==> src/rtl/wb_stage_pkg.sv <==
// Shared widths, MEM->WB bus layout and mem_inst bit indices for the write-back stage.
package wb_stage_pkg;

    localparam int unsigned BUS_WD = 150;
    localparam int unsigned DATA_W = 32;
    localparam int unsigned ADDR_W = 5;
    localparam int unsigned MI_W   = 12;

    // One-hot mem_inst bit positions
    localparam int unsigned MI_LB  = 0;
    localparam int unsigned MI_LBU = 1;
    localparam int unsigned MI_LH  = 2;
    localparam int unsigned MI_LHU = 3;
    localparam int unsigned MI_LW  = 4;
    localparam int unsigned MI_LWL = 5;
    localparam int unsigned MI_LWR = 6;
    localparam int unsigned MI_SB  = 7;
    localparam int unsigned MI_SH  = 8;
    localparam int unsigned MI_SW  = 9;
    localparam int unsigned MI_SWL = 10;
    localparam int unsigned MI_SWR = 11;

    // MEM->WB payload, MSB first
    typedef struct packed {
        logic              res_from_mem;
        logic [MI_W-1:0]   mem_inst;
        logic [DATA_W-1:0] rt_value;
        logic [DATA_W-1:0] data_rdata;
        logic [1:0]        rdata_type;
        logic              ex;
        logic              gr_we;
        logic [ADDR_W-1:0] dest;
        logic [DATA_W-1:0] result;
        logic [31:0]       pc;
    } ms_to_ws_t;

endpackage

==> src/rtl/wb_stage_load_align.sv <==
// Load-data extraction (lb/lbu/lh/lhu/lw/lwl/lwr) from the captured DCache word.
module load_align
    import wb_stage_pkg::*;
(
    input  logic [MI_W-1:0]   mem_inst,
    input  logic [1:0]        rdata_type,
    input  logic [DATA_W-1:0] data_rdata,
    input  logic [DATA_W-1:0] rt_value,
    output logic [DATA_W-1:0] load_data
);

    logic [7:0]  byte_sel;
    logic [15:0] half_sel;

    // Store bits travel with the payload but play no part in load extraction
    logic unused_store_bits;
    assign unused_store_bits = ^mem_inst[MI_SWR:MI_SB];

    // Byte/half lane select followed by per-opcode merge; no load bit falls back to the full word
    always_comb begin
        byte_sel  = data_rdata[7:0];
        half_sel  = data_rdata[15:0];
        load_data = data_rdata;

        case (rdata_type)
            2'd0:    byte_sel = data_rdata[7:0];
            2'd1:    byte_sel = data_rdata[15:8];
            2'd2:    byte_sel = data_rdata[23:16];
            default: byte_sel = data_rdata[31:24];
        endcase

        if (rdata_type[1]) begin
            half_sel = data_rdata[31:16];
        end

        if (mem_inst[MI_LB]) begin
            load_data = {{24{byte_sel[7]}}, byte_sel};
        end else if (mem_inst[MI_LBU]) begin
            load_data = {24'h0, byte_sel};
        end else if (mem_inst[MI_LH]) begin
            load_data = {{16{half_sel[15]}}, half_sel};
        end else if (mem_inst[MI_LHU]) begin
            load_data = {16'h0, half_sel};
        end else if (mem_inst[MI_LW]) begin
            load_data = data_rdata;
        end else if (mem_inst[MI_LWL]) begin
            case (rdata_type)
                2'd0:    load_data = {data_rdata[7:0],  rt_value[23:0]};
                2'd1:    load_data = {data_rdata[15:0], rt_value[15:0]};
                2'd2:    load_data = {data_rdata[23:0], rt_value[7:0]};
                default: load_data = data_rdata;
            endcase
        end else if (mem_inst[MI_LWR]) begin
            case (rdata_type)
                2'd0:    load_data = data_rdata;
                2'd1:    load_data = {rt_value[31:24], data_rdata[31:8]};
                2'd2:    load_data = {rt_value[31:16], data_rdata[31:16]};
                default: load_data = {rt_value[31:8],  data_rdata[31:24]};
            endcase
        end
    end

endmodule

==> src/rtl/wb_stage.sv <==
// Write-back stage: registers the MEM->WB payload, extracts load data, drives the GPR
// write port and the WB->ID forwarding path.
// Optional: define WB_DEBUG_TRACE_EN to add the debug_wb_* commit trace ports.
module wb_stage
    import wb_stage_pkg::*;
(
    input  logic              clk,
    input  logic              reset,
    output logic              ws_allowin,
    input  logic              ms_to_ws_valid,
    input  logic [BUS_WD-1:0] ms_to_ws_bus,
    output logic              rf_we,
    output logic [ADDR_W-1:0] rf_waddr,
    output logic [DATA_W-1:0] rf_wdata,
    output logic [ADDR_W-1:0] WB_dest,
    output logic [DATA_W-1:0] WB_result
`ifdef WB_DEBUG_TRACE_EN
    ,
    output logic [31:0]       debug_wb_pc,
    output logic [3:0]        debug_wb_rf_wen,
    output logic [4:0]        debug_wb_rf_wnum,
    output logic [31:0]       debug_wb_rf_wdata
`endif
);

    logic              ws_valid;
    logic              ws_ready_go;
    ms_to_ws_t         bus_r;
    logic [DATA_W-1:0] load_data;
    logic [DATA_W-1:0] final_data;

    // No stall source yet; kept structural so one can be added later
    assign ws_ready_go = 1'b1;
    assign ws_allowin  = !ws_valid || ws_ready_go;

    // Stage valid flag
    always_ff @(posedge clk) begin
        if (reset) begin
            ws_valid <= 1'b0;
        end else if (ws_allowin) begin
            ws_valid <= ms_to_ws_valid;
        end
    end

    // Payload register; holds across gaps so forwarding data stays stable
    always_ff @(posedge clk) begin
        if (reset) begin
            bus_r <= '0;
        end else if (ms_to_ws_valid && ws_allowin) begin
            bus_r <= ms_to_ws_t'(ms_to_ws_bus);
        end
    end

    load_align u_load_align (
        .mem_inst   (bus_r.mem_inst),
        .rdata_type (bus_r.rdata_type),
        .data_rdata (bus_r.data_rdata),
        .rt_value   (bus_r.rt_value),
        .load_data  (load_data)
    );

    // Write port and forwarding path, combinational from the payload register
    always_comb begin
        final_data = bus_r.res_from_mem ? load_data : bus_r.result;
        rf_we      = ws_valid && bus_r.gr_we && !bus_r.ex && (bus_r.dest != ADDR_W'(0));
        rf_waddr   = bus_r.dest;
        rf_wdata   = final_data;
        WB_dest    = bus_r.dest & {ADDR_W{rf_we}};
        WB_result  = final_data;
    end

`ifdef WB_DEBUG_TRACE_EN
    // Commit trace for the reference-model comparator
    always_comb begin
        debug_wb_pc       = ws_valid ? bus_r.pc : 32'h0;
        debug_wb_rf_wen   = {4{rf_we}};
        debug_wb_rf_wnum  = rf_waddr;
        debug_wb_rf_wdata = rf_wdata;
    end
`else
    // PC is only consumed by the debug trace
    logic unused_pc;
    assign unused_pc = ^bus_r.pc;
`endif

endmodule
==> config.mk <==
export PLATFORM = sky130hd
export DESIGN_NAME = wb_stage
export DESIGN_NICKNAME = d
export VERILOG_FILES = /design/src/rtl/wb_stage_pkg.sv /design/src/rtl/wb_stage_load_align.sv /design/src/rtl/wb_stage.sv
export SDC_FILE = /design/constraint.sdc
export NUM_CORES = 1
export LEC_CHECK = 0
export BUFFER_PORTS_ARGS = -buffer_cell sky130_fd_sc_hd__buf_4
export CAP_MARGIN = 10
export CORE_MARGIN = 4
export CORE_UTILIZATION = 56
export CTS_CLUSTER_DIAMETER = 40
export CTS_CLUSTER_SIZE = 14
export DETAILED_ROUTE_END_ITERATION = 10
export PLACE_DENSITY = 0.95
export SLEW_MARGIN = 30
export SYNTH_ARGS = -nofsm -noshare
export SYNTH_HDL_FRONTEND = slang
export SYNTH_HIERARCHICAL = 1
export SYNTH_SLANG_ARGS = --single-unit
==> constraint.sdc <==
create_clock -name clk -period 5.65 [get_ports clk]
set_input_delay 0.565 -clock clk [delete_from_list [all_inputs] [get_ports clk]]
set_output_delay 0.565 -clock clk [all_outputs]
set_load 0.1 [all_outputs]
# Yosys cells after proc, flatten, opt, wreduce, memory -nomap -nowiden

Index checks and enable logic that the tools add are counted.

Latch bits: 0
Memory bits (read-only): 0
Bits in registers: 114
Memories kept: 0
RAM bits: 0

$lt $le $gt $ge: 0
Muxes and demuxes: 12
Reduce and logical (&&, ||, !) cells: 6
Add/subtract/negate cells: 0
Eq/ne operators: 2
Bitwise logic cells: 1
Divide/modulo/power cells: 0
Shifts and indexed selects: 0
Multipliers: 0

Operator list:

| kind                 | count |
|---|---|
| $mux W32             | 8 |
| $pmux W32 S3         | 2 |
| $pmux W8 S3          | 1 |
| $mux W16             | 1 |
| $and A5 B5 Y5        | 1 |
| $reduce_bool A5 Y1   | 1 |
| $logic_and A1 B1 Y1  | 3 |
| $eq A2 B1 Y1 const B | 1 |
| $eq A2 B2 Y1 const B | 1 |
| $logic_not A2 Y1     | 1 |
| $logic_not A1 Y1     | 1 |

# Depth between registers and ports, before layout

Depth in word-level cells: 10
Gate-level depth with buffers: 10
Gate-level depth less buffers: 6

# Modules after synthesis

Netlist, hierarchy kept.

By module, submodules not included:

| module     | area each (µm²) | times used | cells each | sequential area each (µm²) |
|---|---|---|---|---|
| wb_stage   | 4939.7          | 1          | 465        | 2382.3 |
| load_align | 2077.0          | 1          | 321        | 0.0 |

# Worst setup path after synthesis

OpenSTA, ideal clock, no wires.

Path type: register to output
From: register bus_r[71] (netlist bit)
To: output rf_wdata[22]
Data required time: 5085 ps
Path buffers: 2
Slack: 2775 ps
Arrival time: 2310 ps
Stages on the path, launching flop included: 9
Path through: dfxtp_1 > buf_6 > mux4_2 > nor2b_1 > a221o_1 > a21oi_1 > o21ai_1 > mux2_2 > buf_4

Longest elaborated chain between the ends: 10
Elaborated cells on any way between the ends: 14

Ends and longest elaborated chain:

| what                                 | line                                                                            | source |
|---|---|---|
| start, declared                      | wb_stage.sv:28                                                                  | `ms_to_ws_t bus_r;` |
| start signal, assigned               | wb_stage.sv:50                                                                  | `bus_r <= ms_to_ws_t'(ms_to_ws_bus);` |
| $eq A2 B2 Y1 (tied with other cells) | wb_stage_load_align.sv:25, wb_stage_load_align.sv:47, wb_stage_load_align.sv:54 |  |
| $pmux W32 S3                         | wb_stage_load_align.sv:54                                                       | `case (rdata_type)` |
| $mux W32                             | wb_stage_load_align.sv:53                                                       | `end else if (mem_inst[MI_LWR]) begin` |
| $mux W32                             | wb_stage_load_align.sv:46                                                       | `end else if (mem_inst[MI_LWL]) begin` |
| $mux W32                             | wb_stage_load_align.sv:44                                                       | `end else if (mem_inst[MI_LW]) begin` |
| $mux W32                             | wb_stage_load_align.sv:42                                                       | `end else if (mem_inst[MI_LHU]) begin` |
| $mux W32                             | wb_stage_load_align.sv:40                                                       | `end else if (mem_inst[MI_LH]) begin` |
| $mux W32                             | wb_stage_load_align.sv:38                                                       | `end else if (mem_inst[MI_LBU]) begin` |
| $mux W32 (*)                         | wb_stage_load_align.sv:36                                                       | `if (mem_inst[MI_LB]) begin` |
| net load_data[22]                    | wb_stage.sv:29                                                                  | `logic [DATA_W-1:0] load_data;` |
| $mux W32 (*)                         | wb_stage.sv:64                                                                  | `final_data = bus_r.res_from_mem ? load_data : bus_r.result;` |
| end, declared                        | wb_stage.sv:14                                                                  | `output logic [DATA_W-1:0] rf_wdata,` |

Mark *: on every way through the listed nets, which the timed path passes. The rest lies on a longest branch.

# Worst setup path in the final report

From: register bus_r[142] (netlist bit)
To: output rf_wdata[20]

Longest elaborated chain between the ends: 7

Ends and longest elaborated chain:

| what              | line |
|---|---|
| $mux W32          | wb_stage_load_align.sv:46 |
| $mux W32          | wb_stage_load_align.sv:44 |
| $mux W32          | wb_stage_load_align.sv:42 |
| $mux W32          | wb_stage_load_align.sv:40 |
| $mux W32          | wb_stage_load_align.sv:38 |
| $mux W32          | wb_stage_load_align.sv:36 |
| net load_data[20] | wb_stage.sv:29 |
| $mux W32          | wb_stage.sv:64 |

The timed path passes the listed nets, and every way through them passes these cells.

==> run metrics <==
status=completed; Hold EP=bus_r[39]; # resized after CTS=0; vias in the first global route=6252; initial DRC count=714; starting density of the core=0.5701; worst path bufs/invs=1; fin nets=1042; hold crit path type=input port to flip-flop; syn_nets=924; Ys Warns=6; worst setup path class=flip-flop to primary output; CTS tree=built; max-slew violation count=0; diode count=0; wirelength, routed=20680 microns; core footprint=12010 sq um; drt drc=0; worst slack, placed=2089 ps; # fillers=922; internal power=1858 uW; Reg2Reg Setup Slack=4470 ps; unrepaired setup endpoints after global routing=false; final hold violation count=0; critical path arrival=3570 ps; Crit Path Max Fanout=21; hold_sp=ms_to_ws_bus[39]; final global-route overflow total=0; cell depth of the worst min-delay path=3; maximum clock rate=241.9 MHz; Mapped Area=6848 sq um; vias per cell=6.116; max incr delay on CP=840 ps; Final min period=4134 ps; Area growth syn-to-layout=23.72%; slack of the critical path=1516 ps; number of I/O pins=229; cell chain of the critical path=nand2b_1 > nor2_2 > a221oi_1 > o21ai_0 > mux2_2 > buf_4; Setup Buffers After CTS=0; Worst slew margin=0.4498; reported net switching power=990.6 uW; Logic pwr share=0.281; Post-Synthesis Cells=771; Routed Antenna Nets=0; element type at the critical path end=primary output; initial antenna violation count=0; Final Non-Filler Cells=1049; Clock transition at path regs=50 ps; cell area power density=336.2 nW/um^2; # H-tree levels=4; fin crit share=0.7317; Critical Path RT=5090 ps; Net Sw Frac=0.3478; CP Launch Type=flip-flop; Worst Tran Pin Value=825.4 ps; Clock Path Buffers=2; Overall Power=2848 uW; clk_skew=0 ps; Vias=6416; Num CTS Buffers=17; Cells after DPL=1017; Tot GR Track Use=0.2882; CTS Hold Bufs=0; Max rail drop VDD=0.3012 mV; port bufs=190; Total Die Area=14060 sq um; DP Wirelength=14430 microns; layout cell share with drive strength beyond 1=0.3049; Initial DRT Pass Iterations=6; P_leak=0.003828 uW; Largest delay share family, worst path=compound AO/OA/AOI/OAI gates; pin count of the biggest net entering global routing=115; clk root buf=clkbuf_16; R2R Path End=bus_r[142]; Chip Height=118.6 microns; Die W=118.6 microns; first-pass GRT wire length=32600 microns; setup TNS=0 ps; clk sinks=114; Avg WL per Cell=19.71 microns; sequential group share of total power=0.322; setup violators final=0; mean post-synth cell area=8.882 sq um; Placer Congestion=1.002; row count=40; Max-Cap Viols=0; Reg2Reg Launch Point=bus_r[142]; Clock Power Share=0.397; CP max-delay cell=dfxtp_1; clock latency on the worst-skew pair=410 ps; Reg2Reg Depth=2
[worst max-delay path by stage]
stage          slack [ps]       start  depth (start not counted)       endpoint
6_report             1520  bus_r[142]                          6   rf_wdata[20]
5_1_grt              1530   bus_r[71]                          7  WB_result[21]
4_1_cts              1630  bus_r[142]                          6   rf_wdata[20]
3_5_place_dp         2090  bus_r[142]                          6   rf_wdata[20]
3_3_place_gp         2100  bus_r[142]                          6  WB_result[20]
2_1_floorplan        2770   bus_r[71]                          8   rf_wdata[22]
[worst register-to-register path: cells and delay by family (launching register included)]
kind,cells,cell delay (ps)
DFF,1,840
and+or+nand+nor,1,120
muxes,1,150
[layout by cell type (no fill, tap or decap), types with 15 or more instances in the layout]
master,count
o21ai_0,46
buf_4,195
mux2i_1,144
mux2_2,35
o21ai_1,15
a21oi_1,38
clkbuf_16,17
nand2_1,20
dfxtp_1,113
nor2_1,135
[layout make-up]
cell class              instances  area [sq um]  share of cell area
clock buffers                  22         464.2             0.05479
clock inverters                10         156.4             0.01846
inverters                       5         18.77            0.002215
multi-input cells             554          3879              0.4578
flip-flops and latches        114          2283              0.2695
well taps                     147         183.9             0.02171
repair buffers                197          1486              0.1755
[registers in the layout, indices dropped and copies added (netlist names)]
name      count
rf_waddr      5
bus_r       108
ws_valid      1
[routing by layer]
metal / GRT usage / part of all wire / vias to the layer above / wire (microns)
met4: 0.1506 / 0.048 / 0 / 1002
met1: 0.3507 / 0.38 / 2961 / 7928
met2: 0.4551 / 0.47 / 405 / 9628
met5: 0 / 0 / - / 0
met3: 0.09139 / 0.10 / 86 / 2115
li1: - / - / 2964 / -
[power groups by stage]
stage | registers, uW | clock network, uW | logic, uW
6_report | 916 | 1130 | 801
5_1_grt | 921 | 1180 | 840
4_1_cts | 913 | 1150 | 794
3_5_place_dp | 929 | 0 | 788
3_3_place_gp | 927 | 0 | 778
2_1_floorplan | 899 | 0 | 651
[metrics by stage]
| step | instance area [sq um] | hold slack, ps | util |
|---|---|---|---|
| floorplan | 6848 | 452.3 | - |
| global placement | 7843 | 467.0 | 0.6529 |
| detailed placement | 7849 | 478.5 | 0.6534 |
| CTS | 8469 | 371.4 | 0.7051 |
| global route | 8472 | 383.0 | 0.7053 |
| finish | 8472 | 384.4 | 0.7053 |
No activity file was read; power rests on OpenSTA's default activity.
